$ cat src/rtl/alu_sched_pkg.sv
// Shared types for the ALU scheduler: word type, ALU opcodes and scheduler FSM states.
package alu_sched_pkg;

  localparam int unsigned WORD_W = 24;

  typedef logic [WORD_W-1:0] core_word_t;

  typedef enum logic [2:0] {
    ALU_OP_ADD  = 3'd0,
    ALU_OP_SUB  = 3'd1,
    ALU_OP_AND  = 3'd2,
    ALU_OP_OR   = 3'd3,
    ALU_OP_XOR  = 3'd4,
    ALU_OP_SH   = 3'd5,
    ALU_OP_MUL  = 3'd6,
    ALU_OP_PASS = 3'd7
  } alu_opcode_t;

  typedef enum logic [1:0] {
    StIdle = 2'd0,
    StExec = 2'd1,
    StResp = 2'd2
  } alu_sched_state_t;

endpackage

$ cat src/rtl/alu_sched_rr_arbiter.sv
// Combinational round-robin arbiter: picks the first asserted request at or after ptr_i,
// wrapping modulo N. The pointer itself is owned by the caller.
module rr_arbiter #(
  parameter int unsigned N = 2
) (
  input  logic [N-1:0]         req_i,
  input  logic [$clog2(N)-1:0] ptr_i,
  output logic [N-1:0]         gnt_o,
  output logic [$clog2(N)-1:0] idx_o
);

  localparam int unsigned IdxW = $clog2(N);

  int unsigned      j;
  logic [IdxW-1:0]  j_idx;
  logic             found;

  always_comb begin
    gnt_o = '0;
    idx_o = '0;
    found = 1'b0;
    j     = 0;
    j_idx = '0;
    for (int unsigned i = 0; i < N; i++) begin
      j     = (int'(ptr_i) + i) % N;
      j_idx = IdxW'(j);
      if (!found && req_i[j_idx]) begin
        found        = 1'b1;
        gnt_o[j_idx] = 1'b1;
        idx_o        = j_idx;
      end
    end
  end

endmodule

$ cat src/rtl/alu_sched.sv
// Round-robin scheduler sharing one combinational ALU between N_REQ requesters.
// Optional ALU_SCHED_MUL_STALL_EN: MUL ops hold EXEC for MUL_CYCLES cycles.
module alu_sched
  import alu_sched_pkg::*;
#(
  parameter int unsigned N_REQ      = 2,
  parameter int unsigned MUL_CYCLES = 3
) (
  input  logic                    clk,
  input  logic                    rst_n,
  input  logic       [N_REQ-1:0]  req_valid,
  output logic       [N_REQ-1:0]  req_ready,
  input  alu_opcode_t [N_REQ-1:0] req_op,
  input  core_word_t [N_REQ-1:0]  req_a,
  input  core_word_t [N_REQ-1:0]  req_b,
  input  logic       [N_REQ-1:0]  req_shl,
  input  logic       [N_REQ-1:0]  req_sha,
  output logic       [N_REQ-1:0]  resp_valid,
  input  logic       [N_REQ-1:0]  resp_ready,
  output core_word_t              resp_data,
  output logic                    resp_carry,
  output core_word_t              alu_in1,
  output core_word_t              alu_in2,
  output alu_opcode_t             alu_op,
  output logic                    alu_shl,
  output logic                    alu_sha,
  input  core_word_t              alu_out,
  input  logic                    alu_carry
);

  localparam int unsigned IdxW = $clog2(N_REQ);

  if (N_REQ < 2 || MUL_CYCLES < 1) begin : g_bad_params
    $error("alu_sched: N_REQ must be >= 2 and MUL_CYCLES >= 1");
  end

  alu_sched_state_t state_q, state_d;
  logic [IdxW-1:0]  rr_ptr_q, rr_ptr_d;
  logic [IdxW-1:0]  owner_q, owner_d;
  alu_opcode_t      op_q, op_d;
  core_word_t       a_q, a_d;
  core_word_t       b_q, b_d;
  logic             shl_q, shl_d;
  logic             sha_q, sha_d;
  core_word_t       resp_data_q, resp_data_d;
  logic             resp_carry_q, resp_carry_d;

  logic [N_REQ-1:0] gnt;
  logic [IdxW-1:0]  gnt_idx;
  logic             exec_done;

  rr_arbiter #(
    .N(N_REQ)
  ) u_arb (
    .req_i(req_valid),
    .ptr_i(rr_ptr_q),
    .gnt_o(gnt),
    .idx_o(gnt_idx)
  );

`ifdef ALU_SCHED_MUL_STALL_EN
  localparam int unsigned CntW = (MUL_CYCLES > 1) ? $clog2(MUL_CYCLES) : 1;

  logic [CntW-1:0] mul_cnt_q, mul_cnt_d;

  assign exec_done = (mul_cnt_q == '0);

  always_comb begin
    mul_cnt_d = mul_cnt_q;
    if (state_q == StIdle && |req_valid) begin
      mul_cnt_d = (req_op[gnt_idx] == ALU_OP_MUL) ? CntW'(MUL_CYCLES - 1) : '0;
    end else if (state_q == StExec && !exec_done) begin
      mul_cnt_d = mul_cnt_q - CntW'(1);
    end
  end

  always_ff @(posedge clk) begin
    if (!rst_n) begin
      mul_cnt_q <= '0;
    end else begin
      mul_cnt_q <= mul_cnt_d;
    end
  end
`else
  assign exec_done = 1'b1;
`endif

  always_comb begin
    state_d      = state_q;
    rr_ptr_d     = rr_ptr_q;
    owner_d      = owner_q;
    op_d         = op_q;
    a_d          = a_q;
    b_d          = b_q;
    shl_d        = shl_q;
    sha_d        = sha_q;
    resp_data_d  = resp_data_q;
    resp_carry_d = resp_carry_q;
    unique case (state_q)
      StIdle: begin
        if (|req_valid) begin
          owner_d = gnt_idx;
          op_d    = req_op[gnt_idx];
          a_d     = req_a[gnt_idx];
          b_d     = req_b[gnt_idx];
          shl_d   = req_shl[gnt_idx];
          sha_d   = req_sha[gnt_idx];
          state_d = StExec;
        end
      end
      StExec: begin
        if (exec_done) begin
          resp_data_d  = alu_out;
          resp_carry_d = (op_q == ALU_OP_ADD) ? alu_carry : 1'b0;
          state_d      = StResp;
        end
      end
      StResp: begin
        // Only the owner's ready bit completes the handshake.
        if (resp_ready[owner_q]) begin
          rr_ptr_d = (owner_q == IdxW'(N_REQ - 1)) ? '0 : owner_q + IdxW'(1);
          state_d  = StIdle;
        end
      end
      default: state_d = StIdle;
    endcase
  end

  always_comb begin
    req_ready  = '0;
    resp_valid = '0;
    if (state_q == StIdle) begin
      req_ready = gnt;
    end
    if (state_q == StResp) begin
      resp_valid[owner_q] = 1'b1;
    end
  end

  assign alu_in1    = a_q;
  assign alu_in2    = b_q;
  assign alu_op     = op_q;
  assign alu_shl    = shl_q;
  assign alu_sha    = sha_q;
  assign resp_data  = resp_data_q;
  assign resp_carry = resp_carry_q;

  always_ff @(posedge clk) begin
    if (!rst_n) begin
      state_q      <= StIdle;
      rr_ptr_q     <= '0;
      owner_q      <= '0;
      op_q         <= ALU_OP_ADD;
      a_q          <= '0;
      b_q          <= '0;
      shl_q        <= 1'b0;
      sha_q        <= 1'b0;
      resp_data_q  <= '0;
      resp_carry_q <= 1'b0;
    end else begin
      state_q      <= state_d;
      rr_ptr_q     <= rr_ptr_d;
      owner_q      <= owner_d;
      op_q         <= op_d;
      a_q          <= a_d;
      b_q          <= b_d;
      shl_q        <= shl_d;
      sha_q        <= sha_d;
      resp_data_q  <= resp_data_d;
      resp_carry_q <= resp_carry_d;
    end
  end

endmodule

$ cat config.mk
export PLATFORM = sky130hd
export DESIGN_NAME = alu_sched
export DESIGN_NICKNAME = d
export VERILOG_FILES = /design/src/rtl/alu_sched_pkg.sv /design/src/rtl/alu_sched_rr_arbiter.sv /design/src/rtl/alu_sched.sv
export SDC_FILE = /design/constraint.sdc
export NUM_CORES = 1
export LEC_CHECK = 0
export ABC_CLOCK_PERIOD_IN_PS = 1800
export CAP_MARGIN = 15
export CORE_MARGIN = 5
export CORE_UTILIZATION = 35
export CTS_CLUSTER_DIAMETER = 200
export CTS_CLUSTER_SIZE = 40
export DETAILED_ROUTE_END_ITERATION = 6
export DONT_BUFFER_PORTS = 1
export PLACE_DENSITY = 0.48
export SYNTH_ARGS = -nofsm -noshare
export SYNTH_HDL_FRONTEND = slang
export SYNTH_SLANG_ARGS = --single-unit
$ cat constraint.sdc
create_clock -name clk -period 1.8 [get_ports clk]
set_input_delay 0.45 -clock clk [delete_from_list [all_inputs] [get_ports clk]]
set_output_delay 0.45 -clock clk [all_outputs]
set_load 0.01 [all_outputs]
==> flow_summary.toml, run 1 <==
[status]
outcome = "finished, final reports clean"

[clock_tree]
clk_path_buf_depth = 2
h-tree-depth = 3
cts_setup_buffers = 0
cts_tree = "done"
root_buffer = "clkbuf_16"
clk_pin_slew_ns = 0.06
clk_latency_ns = 0.35
clkSinkCount = 82
cts-hold-fix-buffers = 0
cts_buffers = 9

[floorplanning]
start_util_pct = 35.5
row_count = 39
die_height_um = 117
die_w_um = 117
ioPinCount = 219
coreArea_um2 = 11400
die-area_um2 = 13800

[place]
hpwl_um = 7770
numPortBuffers = 0
gp_congestion = 0.686

[run]
maxCapViolations = 0

[logic_synthesis]
synthCells = 450
async_reset_ff_share_pct = 0
syn_nets = 587
ys_ff_latch = 82
synth_edf_count = 0
syn_area_um2 = 4040
synth.distinct_cells = 29
ys_seq_area_share_pct = 40.7
syn_avg_cell_area_um2 = 8.97
synth_ff_type = "dfxtp_1"
yosys_warnings = 0

[routing]
first_pass_iters = 4
wl_per_cell_um = 20.9
remaining_drc_errors = 0
viasPerCell = 5.89
num_vias = 3327
drt_iter0_markers = 211
final_antenna_net_count = 0
wirelength_um = 11800

[layout]
layout_common_cells = "82 x dfxtp_1, 53 x and3_1, 53 x o311a_1, 52 x o21bai_1, 50 x nand2_1"
fin_nets = 554
final_layout_size_suffix_gt1_share_pct = 7.13
syn2layout_area_growth_pct = 8.15
layout_commonest_cell = "dfxtp_1"

[timing]
period_share_pct = 94.6
rsz0062_at_grt = "no"
setup_viol = 0
slew_headroom_pct = 69.5
max_freq_mhz = 587
tns_ns = 0
layout_min_cycle_time_ns = 1.70
worst_pin_slew_ns = 0.456
hold_ws_ns = 0.215
drv_slew = 0
worst_clock_skew_ns = 0.00770
hold_violations = 0

[global_routing]
gr-total-overflow = 0
grt_pass1_vias = 3334
grt_max_degree = 111
grt_first_pass_wirelength_um = 18800
grt_use_total_pct = 16.9
antenna_found_initial = 1

[power]
p_per_area_nw_per_um2 = 1130
totalPowerFinal_mw = 4.92
leakagePower_nw = 1.87
vdd_drop_max_mv = 0.843

[worst_setup_path]
worstPathRequired_ns = 1.35
worstSetupPathType = "register to output port"
start_kind = "register"
cp_max_fo = 5
worst_ep_arrival_time_ns = 1.25
end_kind = "output port"

[hold_path]
hold_path_class = "input pin to register"
-- cell usage after synthesis, types with 2 or more instances --
cell | count | area, um^2
dfxtp_1 | 82 | 1640
and3_1 | 53 | 332
o311a_1 | 53 | 531
o21bai_1 | 52 | 390
nand2_1 | 50 | 188
a21boi_1 | 30 | 225
a21oi_1 | 29 | 145
buf_2 | 24 | 120
a21boi_0 | 23 | 173
clkbuf_1 | 19 | 71.3
buf_6 | 5 | 56.3
nor2_1 | 4 | 15.0
buf_1 | 3 | 11.3
inv_1 | 3 | 11.3
and2_1 | 2 | 12.5
buf_4 | 2 | 15.0
nand2b_1 | 2 | 12.5
nor2b_1 | 2 | 12.5
o21ai_0 | 2 | 10.0
-- critical path: stages (launching register included) --
cell and delay, ns:
dfxtp_1 0.37, nor2b_1 0.29, and2_1 0.24
-- per-layer routing --
metal	vias up	global-route usage (%)	routed length, um
met5	-	0	0
met4	0	6.38	258
met3	16	8.47	1270
met2	139	26.9	5490
met1	1571	19.4	4790
li1	1601	-	-
-- final timing paths --
kind | cells after the start | endpoint | slack (ns) | startpoint
max | 2 | resp_valid[1] | 0.1 | state_q[1]
min | 1 | rr_ptr_q | 0.21 | resp_ready[1]
max reg2reg | 4 | alu_in2[9] | 0.34 | rr_ptr_q
min reg2reg | 2 | resp_data[10] | 0.50 | resp_data[10]
-- state kept, by name, summed over array words and instances (netlist names), 2 cells and up --
name and flops:
alu_in1 24, alu_in2 24, alu_op 3, resp_data 24
state_q 2
-- cells by family (layout without fill, tap and decap cells) --
kind of cell	Yosys count	count (layout)	share of synthesized area, %
AO/OA/AOI/OAI	192	192	37.1
AND/OR/NAND/NOR	117	117	14.8
flip-flops	82	82	40.7
buffers and inverters	58	29	7.28
multiplexers	1	1	0.248
other	0	1	0
-- metrics by stage --
stage | util, % | cell area [um^2] | std cells | setup slack (ns)
floorplan | - | 4040 | 450 | 0.276
global placement | 35.6 | 4050 | 549 | 0.357
detailed placement | 35.6 | 4050 | 549 | 0.312
CTS | 38.4 | 4360 | 564 | 0.0575
global route | 38.4 | 4370 | 565 | 0.00263
finish | 38.4 | 4370 | 565 | 0.0965
-- power breakdown --
group	total [mW]	internal (mW)	switching, mW
Clock	1.95	1.20	0.742
Sequential	2.24	2.01	0.226
Combinational	0.736	0.357	0.379
-- what timing repair did --
| action | in CTS | in global routing |
|---|---|---|
| setup endpoints to repair | 1 | 0 |
| endpoints found under the hold margin | 0 | 0 |
| resized for setup | 1 | 0 |
-- cell type report --
type | instances | area [um^2]
fillers | 1159 | 7000
multi-input cells | 310 | 2120
flip-flops and latches | 82 | 1640
clock buffers | 10 | 229
well taps | 143 | 179
repair buffers | 10 | 100
clock inverters | 5 | 80.1
inverters | 4 | 15.0
diodes | 1 | 2.50
No activity file was read; power rests on OpenSTA's default activity.
==> run 2: changes to the inputs <==
- HOLD_SLACK_MARGIN: not set -> 0.08
==> results of run 2 <==
Same layout as run 1: the final DEF is identical, and so are final timing and power.
==> run 3: changes to the inputs <==
- CAP_MARGIN: 15 -> not set
==> results of run 3 <==
Same layout as run 1: the final DEF is identical, and so are final timing and power.
